--- src/rtl/reg_file_pkg.sv ---
// reg_file_pkg: shared constants and ABI names
// for the integer register file.
package reg_file_pkg;

  localparam int XLEN_DEFAULT = 32;
  localparam int REG_ADDR_W   = 5;
  localparam int NUM_REGS     = 32;

  localparam logic [REG_ADDR_W-1:0] ZERO_REG = 5'd0;
  localparam logic [REG_ADDR_W-1:0] SP_REG   = 5'd2;

  typedef enum logic [REG_ADDR_W-1:0] {
    ABI_ZERO = 5'd0,
    ABI_RA   = 5'd1,
    ABI_SP   = 5'd2,
    ABI_GP   = 5'd3,
    ABI_TP   = 5'd4,
    ABI_A0   = 5'd10,
    ABI_A1   = 5'd11,
    ABI_A2   = 5'd12,
    ABI_A3   = 5'd13,
    ABI_A4   = 5'd14,
    ABI_A5   = 5'd15,
    ABI_A6   = 5'd16,
    ABI_A7   = 5'd17
  } abi_reg_e;

endpackage

--- src/rtl/reg_file_cell.sv ---
// reg_cell: one XLEN-bit architectural register
// with async active-low reset to RST_VAL.
module reg_cell #(
  parameter int          W       = 32,
  parameter logic [W-1:0] RST_VAL = '0
) (
  input  logic         CLK,
  input  logic         rst,
  input  logic         en,
  input  logic [W-1:0] d,
  output logic [W-1:0] q
);

  // Hold value; load d when enabled.
  always_ff @(posedge CLK or negedge rst) begin
    if (!rst) q <= RST_VAL;
    else if (en) q <= d;
  end

endmodule

--- src/rtl/reg_file.sv ---
// reg_file: x0..x31 integer registers, two
// combinational read ports plus a debug port.
module reg_file
  import reg_file_pkg::*;
#(
  parameter int               XLEN     = XLEN_DEFAULT,
  parameter logic [XLEN-1:0]  SP_RESET = '0,
  parameter bit               BYPASS   = 1'b0
) (
  input  logic                  CLK,
  input  logic                  rst,
  input  logic                  we,
  input  logic [REG_ADDR_W-1:0] rs1,
  input  logic [REG_ADDR_W-1:0] rs2,
  input  logic [REG_ADDR_W-1:0] rd,
  input  logic [XLEN-1:0]       wd,
  input  logic [REG_ADDR_W-1:0] dbg_addr,
  output logic [XLEN-1:0]       rd1,
  output logic [XLEN-1:0]       rd2,
  output logic [XLEN-1:0]       dbg_data
);

  logic [XLEN-1:0] regs [NUM_REGS];
  logic            wr_ok;

  assign wr_ok   = we && (rd != ZERO_REG);
  assign regs[0] = '0;

  for (genvar i = 1; i < NUM_REGS; i++) begin : g_cell
    localparam logic [XLEN-1:0] RV =
      (REG_ADDR_W'(i) == SP_REG) ? SP_RESET : '0;
    reg_cell #(
      .W       (XLEN),
      .RST_VAL (RV)
    ) u_cell (
      .CLK (CLK),
      .rst (rst),
      .en  (wr_ok && (rd == REG_ADDR_W'(i))),
      .d   (wd),
      .q   (regs[i])
    );
  end

  function automatic logic [XLEN-1:0] rport(
    input logic [REG_ADDR_W-1:0] a,
    input logic                  fwd
  );
    if (a == ZERO_REG)     return '0;
    if (fwd && (a == rd))  return wd;
    return regs[a];
  endfunction

  logic fwd_en;

  // Read muxes with optional write-data forwarding.
  always_comb begin
    fwd_en   = BYPASS && rst && wr_ok;
    rd1      = rport(rs1, fwd_en);
    rd2      = rport(rs2, fwd_en);
    dbg_data = rport(dbg_addr, fwd_en);
  end

endmodule

--- config.mk ---
export PLATFORM = sky130hd
export DESIGN_NAME = reg_file
export DESIGN_NICKNAME = d
export VERILOG_FILES = /design/src/rtl/reg_file_pkg.sv /design/src/rtl/reg_file_cell.sv /design/src/rtl/reg_file.sv
export SDC_FILE = /design/constraint.sdc
export NUM_CORES = 2
export LEC_CHECK = 0
export ABC_AREA = 0
export BUFFER_PORTS_ARGS = -buffer_cell sky130_fd_sc_hd__buf_2
export CAP_MARGIN = 20
export CELL_PAD_IN_SITES_DETAIL_PLACEMENT = 1
export CELL_PAD_IN_SITES_GLOBAL_PLACEMENT = 1
export CORE_ASPECT_RATIO = 0.6
export CORE_MARGIN = 5
export CORE_UTILIZATION = 58
export CTS_CLUSTER_SIZE = 14
export DETAILED_ROUTE_END_ITERATION = 6
export PLACE_DENSITY_LB_ADDON = 0.1
export REMOVE_ABC_BUFFERS = 1
export SLEW_MARGIN = 15
export SYNTH_ARGS = -nofsm -noshare
export SYNTH_HDL_FRONTEND = slang
export SYNTH_SLANG_ARGS = --single-unit
export TNS_END_PERCENT = 100
--- constraint.sdc ---
create_clock -name CLK -period 4.4 [get_ports CLK]
set_clock_uncertainty 0.15 [all_clocks]
set_input_delay 0.44 -clock CLK [delete_from_list [all_inputs] [get_ports CLK]]
set_output_delay 0.44 -clock CLK [all_outputs]
set_load 0.05 [all_outputs]
[Word-level counts from Yosys, hierarchy flattened]
Cells that the tools add are included.
Operators by class
  $lt $le $gt $ge: 3
  equality and inequality tests: 31
  multiplexer cells: 18
  bitwise logic cells: 3
  reduce and logical (&&, ||, !) cells: 36
Operator list (count)
  32-bit binary-select mux with 5-bit select: 3
  32-bit two-way mux: 12
  5-bit == test, second input constant: 16
  5-bit by 4-bit == test with 1-bit output, second input constant: 8
  1-bit logical AND: 32
  5-bit by 3-bit == test with 1-bit output, second input constant: 4
  6-bit greater-or-equal comparator, second input constant: 3
  5-bit NOT with 6-bit output: 3
  5-bit zero test: 3
  5-bit by 2-bit == test with 1-bit output, second input constant: 2
  5-bit by 1-bit == test with 1-bit output, second input constant: 1
  5-bit nonzero test: 1
  1-bit two-way mux: 3
Storage, ports and cells
  register bits after elaboration: 992
  word-level logic and storage cells: 122

[Depth between registers and ports, before layout]
  depth in word-level cells: 5
  mapped depth: 10
  mapped depth without buffers: 5

[By module]
Synthesis repeated with hierarchy kept, for this count alone.
Second synthesis, totals
  cell total of the unflattened synthesis: 4630
  area total of the unflattened synthesis: 66510.0 sq um
By module, submodules not included
  reg_cell: times used 31, cells each 68, area an instance 1345.0 sq um
  reg_file: times used 1, cells each 2522, area an instance 24813.8 sq um

[Least setup slack after synthesis]
No wires, ideal clock.
  kind: input to output
  start: in rs2[0]
  end: out rd2[25]
  arrival time: 2754 ps
  setup slack: 1056 ps
  stages: 9
  cell sequence: buf_2 -> buf_6 -> buf_6 -> buf_2 -> clkbuf_1 -> a221oi_1 -> nor3_1 -> a21oi_1 -> o21ai_0
Between the ends
  longest elaborated chain between the ends: 5
  elaborated cells on any way between the ends: 7
  classes of those cells: mux: 5; bitwise: 1; reduce/logical: 1
RTL lines
  start, declared: RTL line reg_file.sv:14  | input logic [REG_ADDR_W-1:0] rs2,
  5-bit NOT with 6-bit output (implied by the code): RTL line reg_file.sv:50  | return regs[a];
  32-bit binary-select mux with 5-bit select: RTL line reg_file.sv:50
  32-bit two-way mux (implied by the code) (2 in a row): RTL line reg_file.sv:50
  32-bit two-way mux (*): RTL line reg_file.sv:49  | if (fwd && (a == rd)) return wd;
  end, declared: RTL line reg_file.sv:19  | output logic [XLEN-1:0] rd2,
Mark *: on every way between the ends. The rest lies on a longest branch, timed or not. The select of a mux whose other input is x is not followed.

[Final worst setup path]
  start: in rs1[1]
  end: out rd1[8]
Between the ends
  longest elaborated chain between the ends: 5
  elaborated cells on any way between the ends: 7
  classes of those cells: mux: 5; bitwise: 1; reduce/logical: 1
RTL lines
  start, declared: RTL line reg_file.sv:13  | input logic [REG_ADDR_W-1:0] rs1,
  5-bit NOT with 6-bit output (implied by the code): RTL line reg_file.sv:50
  32-bit binary-select mux with 5-bit select: RTL line reg_file.sv:50
  32-bit two-way mux (implied by the code) (2 in a row): RTL line reg_file.sv:50
  32-bit two-way mux (*): RTL line reg_file.sv:49
  end, declared: RTL line reg_file.sv:18  | output logic [XLEN-1:0] rd1,
Marks and branches as above.

==> metrics.md <==
| Metric | Value |
|---|---|
| Most numerous cell on the critical path | buf_4 |
| Crit. path cell count | 8 |
| Setup Buffers After CTS | 0 |
| Die height | 262 µm |
| Pwr dens | 450 nW/µm² |
| Fin nets | around 4500 |
| Sink Count | 992 |
| Worst EP arrival | 3.16 ns |
| Critical path class | in2out |
| Sequential share of the synthesized area | 0.403 |
| Largest Register | g_cell.u_cell.q |
| Final WL | 227 mm |
| Final GP Congestion | 0.845 |
| Highest clock rate | ~270 MHz |
| Switching part of the total power | 0.319 |
| Starting DRT DRC Count | 5282 |
| Core Area | 105000 µm² |
| Reg area | ~25000 µm² |
| HPWL after DPL | 132 mm |
| Clock slew at reported path FFs | 0.06 ns |
| Yosys top cell area share | 0.403 |
| Critical path, cell by cell | buf_8 > buf_4 > nor3_1 > nor3_4 > buf_4 > a21oi_1 > o221ai_1 > buf_2 |
| Pint | around 21 mW |
| Final non-filler cell total | 5915 |
| Critical path's top delay family | buffers and inverters |
| Cts hold-fix bufs | 1 |
| Largest fanout on the critical path | 36 |
| DR WL/cell | 38.3 µm |
| Resize count post-CTS | 0 |
| Crit end category | primary output |
| Root Buffer | clkbuf_16 |
| Row cnt | 92 |
| #FFs+latches synth | between 900 and 1000 |
| Worst slew margin | 0.200 |
| Initial antenna violation count | 3 |
| CP Buf/Inv Count | 4 |
| Top cells by area, synth | dfrtp_1 40%, mux4_2 23%, mux2_2 21% |
| Regs by FF count | g_cell.u_cell.q: 992 flops |
| Post-synth top area cell | dfrtp_1 |
| Largest net degree at the start of global routing | between 100 and 150 |
| DIE AREA | 113000 µm² |
| Max reg flops | 992 |
| Crit-path slowest cell | buf_4 |
| Net switching power figure | a little under 10 mW |
| Final period util | 0.851 |
| Share of layout cells above drive strength 1 | 0.513 |
| First-pass GRT wire length | 337 mm |
| Drt first pass iters | 5 |
| Number of global-route vias before repair | 47200 |
| Flop pwr share | 0.423 |
| Hold Path Class | in2async |
| Initial Util | 0.585 |
| Startpoint types | input port |
| Synth unique cells | 42 |
| Setup TNS | 0 ns |
| Synth Cell Area | 61600 µm² |
| Total gr overflow | 0 |
| Clk_lat worst skew | 0.71 ns |
| Fillcell total | just under 10000 |
| Min cycle time layout | 3.75 ns |
| Vias per cell | 7.60 |
| Logic pwr share | 0.267 |
| Placed cell count | 5732 |
| Peak supply drop | between 300 and 400 µV |
| Worst EP required | 3.81 ns |
| Total GRT Usage | 0.400 |
| H-tree Lvls | 3 |
| Clk network pwr share | 0.310 |
| I/O Buffers | 150 |
| FF-to-FF path depth | 1 |
| Vias | 45000 |
| CTS Buffer Depth | 3 |
| Max Cap Viol | 0 |
| IO Pins | roughly 150 |
| Max Slew Vio Count | 0 |
| Lkg Pwr | 28.6 nW |
| Antenna viol nets, final | 0 |
| P&R area growth vs syn | 10.0% |
| Yosys warning count | 0 |
| Chip width | between 400 and 500 µm |
| Area of the multi-input gates | 34700 µm² |
| Critical path's largest stage delay | 0.49 ns |
| Syn Inst Count | between 4000 and 5000 |
| Outcome | finished, final reports clean |
| RSZ-0062 raised after global routing | false |
| Worst-Margin Slew | 1.20 ns |
| CTS buffer count | 97 |
| Hold Fails Final Rpt | 0 |
| CTS tree | yes |
| Syn Area/Cell | 13.7 µm² |
| Drt drc | 0 |
| Final setup fails | 0 |
-- worst paths after layout --
check | from | end | slack, ns
hold / removal | rst | g_cell[21].u_cell.q[3] | 0.19
max in group asynchronous | rst | g_cell[21].u_cell.q[20] | 2.73
setup / recovery | rs1[1] | rd1[8] | 0.65
hold reg to reg | g_cell[25].u_cell.q[3] | g_cell[25].u_cell.q[3] | 0.39
min in group CLK | wd[16] | g_cell[24].u_cell.q[16] | 0.21
setup reg to reg | g_cell[18].u_cell.q[10] | g_cell[18].u_cell.q[10] | 3.38
-- power by group through the flow --
stage          Clock (mW)  Combinational (mW)  Sequential [mW]
6_report             9.44                8.15             12.9
5_1_grt              9.88                8.61             13.1
4_1_cts              9.49                8.09             12.8
3_5_place_dp            0                7.98             12.9
3_3_place_gp            0                7.71             12.7
2_1_floorplan           0                5.70             12.1
-- cells in the final DEF (no fill, tap or decap), drive strengths merged, types with 2 or more instances in the layout --
master and count:
a221oi 67, mux2i 163, nand2 283, mux4 636, nor2 63, nor3 74
nand3b 2, and3 4, o211ai 72, o21ai 88, a22oi 33, or4 2
a32oi 2, nor3b 2, nand3 46, nor2b 78, a41oi 5, clkinvlp 3
bufinv 13, dfrtp 992, a21oi 172, inv 7, a311oi 8, mux2 1155
clkbuf 150, o221ai 16, nor4 2, clkinv 12, buf 338, nand2b 5
diode 2
-- final cells by class --
cell class                      instances  area share
Inverter                                5    0.000314
Multi-Input combinational cell       2987       0.513
Clock buffer                          150      0.0443
Clock inverter                         30     0.00729
Tap cell                             1410      0.0260
Sequential cell                       992       0.366
Antenna cell                            2   0.0000739
Timing Repair Buffer                  339      0.0431
-- cell families (layout without fill, tap and decap cells) --
family          after synthesis  count (layout)  synth area share
other cells                   0               2                 0
compound gates              466             466            0.0483
flops                       992             992             0.403
simple gates                567             567            0.0418
buf+inv                     509             524            0.0367
mux                        1954            1954             0.470
-- per-layer routing --
layer,vias up,GRT usage,wire (µm)
li1,17300,-,-
met1,24100,0.579,91800
met2,2874,0.587,101000
met3,631,0.106,24400
met4,2,0.147,9840
met5,-,0,20
-- per-stage QoR --
stage,worst slack (ns),hold WS (ns),cell area (µm²),total power [mW],util
finish,0.655,0.189,67800,30.5,0.644
global route,0.713,0.202,67800,31.6,0.644
CTS,0.805,0.162,67800,30.4,0.644
detailed placement,0.822,0.343,64200,20.9,0.611
global placement,0.840,0.346,64200,20.4,0.610
floorplan,0.436,-0.00559,59400,17.8,-
-- synthesized netlist by cell type --
master / count
a2111oi_0: 1
a21oi_1: 172
a221oi_1: 67
a22oi_1: 33
a311oi_1: 8
a32oi_1: 2
a41oi_1: 5
and2_0: 1
and3_1: 4
and4bb_1: 1
buf_1: 58
buf_2: 153
buf_4: 33
buf_6: 5
clkbuf_1: 255
clkinv_1: 2
dfrtp_1: 992
inv_1: 3
mux2_1: 19
mux2_2: 1136
mux2i_1: 163
mux4_2: 636
nand2_1: 283
nand2b_1: 5
nand3_1: 46
nand3b_1: 2
nand4_1: 1
nand4b_1: 1
nor2_1: 63
nor2b_1: 78
nor3_1: 72
nor3_2: 2
nor3b_1: 2
nor4_2: 2
nor4b_1: 1
o211ai_1: 72
o21ai_0: 88
o221ai_1: 16
o2bb2ai_1: 1
o311ai_0: 1
or3_1: 1
or4_1: 2
Note: power is estimated with default switching activity, not from simulation.
